--- config.mk ---
export PLATFORM = sky130hd
export DESIGN_NAME = rob_commit_controller
export DESIGN_NICKNAME = d
export VERILOG_FILES = /design/src/rtl/rob_commit_controller.sv
export SDC_FILE = /design/constraint.sdc
export NUM_CORES = 1
export LEC_CHECK = 0
export CAP_MARGIN = 20
export CORE_MARGIN = 4
export CORE_UTILIZATION = 42
export DETAILED_ROUTE_END_ITERATION = 7
export PLACE_DENSITY = 0.92
export RECOVER_POWER = 100
export SYNTH_ARGS = -nofsm -noshare
export SYNTH_HDL_FRONTEND = slang
export SYNTH_SLANG_ARGS = --single-unit
export TNS_END_PERCENT = 1
--- constraint.sdc ---
create_clock -name clk_in -period 2.85 [get_ports clk_in]
set_input_delay 0.4275 -clock clk_in [delete_from_list [all_inputs] [get_ports clk_in]]
set_output_delay 0.4275 -clock clk_in [all_outputs]
set_load 0.02 [all_outputs]
--- src/rtl/rob_commit_controller.sv ---
// Commit-side controller for the reorder buffer: retires the head entry in order,
// driving RF write-back, store hand-off, mispredict flush and halt.
module rob_commit_controller #(
  parameter int unsigned ROB_SIZE_WIDTH = 3,
  parameter int unsigned XLEN           = 32,
  parameter int unsigned REG_CNT_WIDTH  = 5
) (
  input  logic                      clk_in,
  input  logic                      rst_in,
  input  logic                      rdy_in,
  input  logic                      rob_empty,
  input  logic [ROB_SIZE_WIDTH-1:0] rob_head_id,
  input  logic                      head_ready,
  input  logic [1:0]                head_type,
  input  logic [REG_CNT_WIDTH-1:0]  head_rd,
  input  logic [XLEN-1:0]           head_val,
  input  logic                      head_jump_pred,
  input  logic                      head_jump_taken,
  input  logic [XLEN-1:0]           head_addr,
  input  logic                      store_done,
  output logic                      rob_pop,
  output logic                      rf_wr_en,
  output logic [REG_CNT_WIDTH-1:0]  rf_wr_rd,
  output logic [XLEN-1:0]           rf_wr_val,
  output logic [ROB_SIZE_WIDTH-1:0] rf_wr_rob_id,
  output logic                      store_req,
  output logic [ROB_SIZE_WIDTH-1:0] store_rob_id,
  output logic                      flush,
  output logic [XLEN-1:0]           flush_pc,
  output logic                      halted,
  output logic [31:0]               commit_cnt
);

  localparam int unsigned CNT_W = 32;

  localparam logic [1:0] TYPE_REG    = 2'b00;
  localparam logic [1:0] TYPE_STORE  = 2'b01;
  localparam logic [1:0] TYPE_BRANCH = 2'b10;
  localparam logic [1:0] TYPE_HALT   = 2'b11;

  typedef enum logic [1:0] {
    RUN        = 2'd0,
    STORE_WAIT = 2'd1,
    HALTED     = 2'd2
  } state_t;

  state_t                    state_q, state_d;
  logic                      rob_pop_d;
  logic                      rf_wr_en_d;
  logic [REG_CNT_WIDTH-1:0]  rf_wr_rd_d;
  logic [XLEN-1:0]           rf_wr_val_d;
  logic [ROB_SIZE_WIDTH-1:0] rf_wr_rob_id_d;
  logic                      store_req_d;
  logic [ROB_SIZE_WIDTH-1:0] store_rob_id_d;
  logic                      flush_d;
  logic [XLEN-1:0]           flush_pc_d;
  logic                      halted_d;
  logic [CNT_W-1:0]          commit_cnt_d;
  logic                      commit_c;

  // A pop still registered means the head inputs are stale this cycle.
  assign commit_c = !rob_empty && head_ready && !rob_pop;

  // State and output registers; rdy_in low freezes everything, reset wins.
  always_ff @(posedge clk_in) begin
    if (rst_in) begin
      state_q      <= RUN;
      rob_pop      <= 1'b0;
      rf_wr_en     <= 1'b0;
      rf_wr_rd     <= '0;
      rf_wr_val    <= '0;
      rf_wr_rob_id <= '0;
      store_req    <= 1'b0;
      store_rob_id <= '0;
      flush        <= 1'b0;
      flush_pc     <= '0;
      halted       <= 1'b0;
      commit_cnt   <= '0;
    end else if (rdy_in) begin
      state_q      <= state_d;
      rob_pop      <= rob_pop_d;
      rf_wr_en     <= rf_wr_en_d;
      rf_wr_rd     <= rf_wr_rd_d;
      rf_wr_val    <= rf_wr_val_d;
      rf_wr_rob_id <= rf_wr_rob_id_d;
      store_req    <= store_req_d;
      store_rob_id <= store_rob_id_d;
      flush        <= flush_d;
      flush_pc     <= flush_pc_d;
      halted       <= halted_d;
      commit_cnt   <= commit_cnt_d;
    end
  end

  // Next-state and next-output decode.
  always_comb begin
    state_d        = state_q;
    rob_pop_d      = 1'b0;
    rf_wr_en_d     = 1'b0;
    flush_d        = 1'b0;
    rf_wr_rd_d     = rf_wr_rd;
    rf_wr_val_d    = rf_wr_val;
    rf_wr_rob_id_d = rf_wr_rob_id;
    store_req_d    = store_req;
    store_rob_id_d = store_rob_id;
    flush_pc_d     = flush_pc;
    halted_d       = halted;
    commit_cnt_d   = commit_cnt;

    case (state_q)
      RUN: begin
        if (commit_c) begin
          case (head_type)
            TYPE_REG: begin
              rob_pop_d      = 1'b1;
              rf_wr_en_d     = 1'b1;
              rf_wr_rd_d     = head_rd;
              rf_wr_val_d    = head_val;
              rf_wr_rob_id_d = rob_head_id;
            end
            TYPE_STORE: begin
              store_req_d    = 1'b1;
              store_rob_id_d = rob_head_id;
              state_d        = STORE_WAIT;
            end
            TYPE_BRANCH: begin
              rob_pop_d = 1'b1;
              if (head_jump_pred != head_jump_taken) begin
                flush_d    = 1'b1;
                flush_pc_d = head_addr;
              end
            end
            TYPE_HALT: begin
              rob_pop_d = 1'b1;
              halted_d  = 1'b1;
              state_d   = HALTED;
            end
            default: ;
          endcase
        end
      end
      STORE_WAIT: begin
        if (store_done) begin
          store_req_d = 1'b0;
          rob_pop_d   = 1'b1;
          state_d     = RUN;
        end
      end
      HALTED: begin
        halted_d = 1'b1;
      end
      default: begin
        state_d = RUN;
      end
    endcase

    if (rob_pop_d) begin
      commit_cnt_d = commit_cnt + CNT_W'(1);
    end
  end

endmodule

==> reports/results.ini <==
[global_route]
grt_pass1_wl_um = 22700
track_usage_pct = 22.2
antenna_found_initial = 0
grt_pass1_vias = 4550
grt_max_degree = 89
grt.overflow.total = 0

[place]
hpwl_um = 9810
io_buffer_count = 193
routabilityCongestion = 0.844
place_inst = 852

[floorplan]
ios = 194
die_w_um = 111
rows = 37
chipHeight_um = 111
die_area_um2 = 12300
coreArea_um2 = 10300
initial_utilization_pct = 43.0

[clock_network]
cts_hold_buf = 0
cts_buffer_depth = 2
clk_latency_ns = 0.49
cts_buffers = 17
cts_setup_buffers = 0
cts_tree = yes
ctsRootBufferMaster = clkbuf_8
cts.htree.levels = 4
cts_sinks = 114
clk_pin_slew_ns = 0.06
cts_resized = 0

[yosys]
synth-xor-area-share_pct = 4.14
yosys.area_share.simple_pct = 26.9
synthCells = 546
synth_cell_types = 40
syn_area_um2 = 4440
ys_seq_area_share_pct = 51.4
ys_warn_count = 0
postSynthAreaPerCell_um2 = 8.13
syn-num-nets = 629
synth_compound_area_share_pct = 12.8
yosys.area_share.adder_pct = 0.282
synthMuxAreaShare_pct = 1.16
synth_top_family_by_area = simple AND/OR/NAND/NOR gates
ys_ff_latch = 114

[timing]
skew_ns = 0.0113
setup_viol = 0
relSlewSlack_pct = 41.7
worst-slew-pin-transition_ns = 0.874
rsz0062_at_grt = no
whs_ns = 0.445
min_period_ns = 2.44
timing.fmax_mhz = 409
drv_slew = 0
hold_violations = 0
fin_crit_sh_pct = 85.7
finalSetupTns_ns = 0

[drt]
vias_per_cell = 5.07
ant_nets = 0
routedWlPerCell_um = 15.2
drt_iter0_drc = 296
drt_wl_total_um = 13400
vias = 4482
drt_pass1_iterations = 4
drc = 0

[setup_path]
path_buf_inv = 1
r2r_slack_ns = 0.51
r2r_cells = 5
path_delay_family = simple AND/OR/NAND/NOR gates
crit_fanout = 10
crit_required_ns = 3.23
worst_setup_path_start_kind = primary input
r2r-start = rob_pop$_SDFFE_PP0P_
crit_path_end_kind = register
critPathMaxStageDelay_ns = 0.53
path_class = in2reg
cp_cell_sequence = dlygate4sd3_1 -> or3b_4 -> o32ai_4 -> nand4_1 -> nor4_1 -> mux2_2
r2r-end = commit_cnt[31]$_SDFFE_PP0P_
worst_ep_arrival_time_ns = 2.82
cp_slowest_cell = dlygate4sd3_1

[cells_and_area]
fin_cells = 884
area_growth_syn_to_layout_pct = 58.7
drive_gt1_share_pct = 6.42
n_antenna_cell = 0
nNetsFinal = 818

[worst_hold_path]
hp-class = reg2reg
min_path_cells = 2
hold_path_end = flush_pc[13]$_SDFFE_PP0P_
hold_start = flush_pc[13]$_SDFFE_PP0P_

[job]
cap_violations = 0

[outcome]
outcome = finished clean

[power]
power_density_nw_per_um2 = 553
leakage_nw = 2.80
vdd_drop_max_mv = 0.417

-- cell usage in the layout, fill, tap and decap left out, types with 2 or more instances in the layout --
cell type and count:
dfxtp_1 114, nor2_1 34, nor3_1 6, xor2_1 14, clkdlybuf4s50_1 78, inv_6 2, or4_1 6, clkbuf_16 16
o31ai_1 5, a21oi_1 86, nand4_1 16, xnor2_1 7, clkbuf_2 2, and4_1 2, nor2b_1 4, dlygate4sd3_1 114
nor4_1 2, or3_1 6, clkinvlp_4 5, clkbuf_1 4, nand3_1 12, clkbuf_8 3, nand2_1 159, o21ai_0 6
inv_1 2, mux2i_1 4, bufinv_16 2, buf_4 11, and3_1 7
-- worst min-delay path, delay by kind of cell, from the launching register on --
family           cells  cell delay, ns
flip-flops           1            0.30
AO/OA/AOI/OAI        1            0.05
AND/OR/NAND/NOR      1            0.05
-- power by group --
part | internal [mW] | total (mW) | leakage (nW) | switching [mW]
logic | 0.139 | 0.247 | 1.62 | 0.108
registers | 1.61 | 1.62 | 0.919 | 0.00928
clock network | 1.29 | 2.03 | 0.267 | 0.737
-- synthesized netlist by cell type --
cell      instances  area (um^2)
nand3_1          12         60.1
nand2_1         159          597
clkbuf_1         34          128
nand4_1          15         93.8
nand4_4           1         21.3
buf_1             1         3.75
a21oi_1          86          430
or2_2             1         6.26
and4_1            2         17.5
and4b_1           1         10.0
nor3_1            6         30.0
mux2_2            1         11.3
and3_1            7         43.8
a31oi_1           1         6.26
ha_1              1         12.5
nand4b_1          1         8.76
xor2_1           14          123
o21ai_0           6         30.0
dfxtp_1         114         2280
or3_1             6         37.5
nor3_2            1         10.0
nor3b_1           1         7.51
inv_1             2         7.51
nor2b_1           4         25.0
xnor2_1           7         61.3
a211oi_1          1         7.51
or4_1             6         45.0
nor4_1            2         12.5
or3b_4            1         11.3
and2_1            1         6.26
mux2i_1           4         40.0
or3b_1            1         8.76
o32ai_4           1         27.5
buf_2             2         10.0
a41oi_1           1         8.76
o31ai_1           5         37.5
nor2_1           34          128
nor4b_2           1         15.0
a311oi_1          1         8.76
o32a_1            1         10.0
-- flip-flops by register name, indices dropped and copies added (netlist names), 2 cells and up --
| name | flops |
|---|---|
| rf_wr_rd | 5 |
| rf_wr_rob_id | 3 |
| rf_wr_val | 32 |
| flush_pc | 32 |
| state_q | 2 |
| store_rob_id | 3 |
| commit_cnt | 32 |
-- metal layers --
| metal | up-vias | routed length, um | track usage (%) |
|---|---|---|---|
| met3 | 12 | 1180 | 8.79 |
| met1 | 2084 | 5170 | 24.4 |
| met4 | 0 | 181 | 6.65 |
| met5 | - | 0 | 0 |
| met2 | 158 | 6880 | 39.4 |
| li1 | 2228 | - | - |
-- metrics by stage --
step / area [um^2] / total power [mW] / setup WS, ns / utilization (%)
floorplan: 4440 / 1.74 / 0.659 / -
global placement: 6530 / 1.90 / 0.237 / 63.2
detailed placement: 6530 / 1.91 / 0.165 / 63.2
CTS: 7100 / 3.94 / 0.659 / 68.8
global route: 7050 / 4.05 / 0.272 / 68.3
finish: 7050 / 3.90 / 0.407 / 68.3
-- layout make-up --
| class | count | area [um^2] |
|---|---|---|
| fill | 771 | 3280 |
| clock buffer | 21 | 449 |
| sequential | 114 | 2280 |
| clock inverter | 11 | 129 |
| inverter | 2 | 7.51 |
| tap | 136 | 170 |
| multi-input combinational | 393 | 1990 |
| timing repair buffer | 207 | 2020 |
-- cells by family (layout without fill, tap and decap cells) --
family	Yosys count	count (layout)
AO/OA/AOI/OAI	103	103
multiplexers	5	5
buffers and inverters	39	241
adder cells (fa/ha/maj)	1	1
XOR/XNOR	21	21
flip-flops	114	114
AND/OR/NAND/NOR	263	263
-- worst max-delay path by stage --
stage | from | endpoint | slack [ns] | cells after the start
after floorplan | commit_cnt[0]$_SDFFE_PP0P_ | commit_cnt[26]$_SDFFE_PP0P_ | 0.66 | 8
after global placement | head_ready | commit_cnt[30]$_SDFFE_PP0P_ | 0.24 | 6
after detailed placement | head_ready | commit_cnt[31]$_SDFFE_PP0P_ | 0.17 | 6
after CTS | commit_cnt[0]$_SDFFE_PP0P_ | commit_cnt[26]$_SDFFE_PP0P_ | 0.66 | 6
after global routing | head_ready | rf_wr_val[0]$_SDFFE_PP0P_ | 0.27 | 7
final | head_ready | commit_cnt[31]$_SDFFE_PP0P_ | 0.41 | 6
Power figures use the tool's default switching activity.
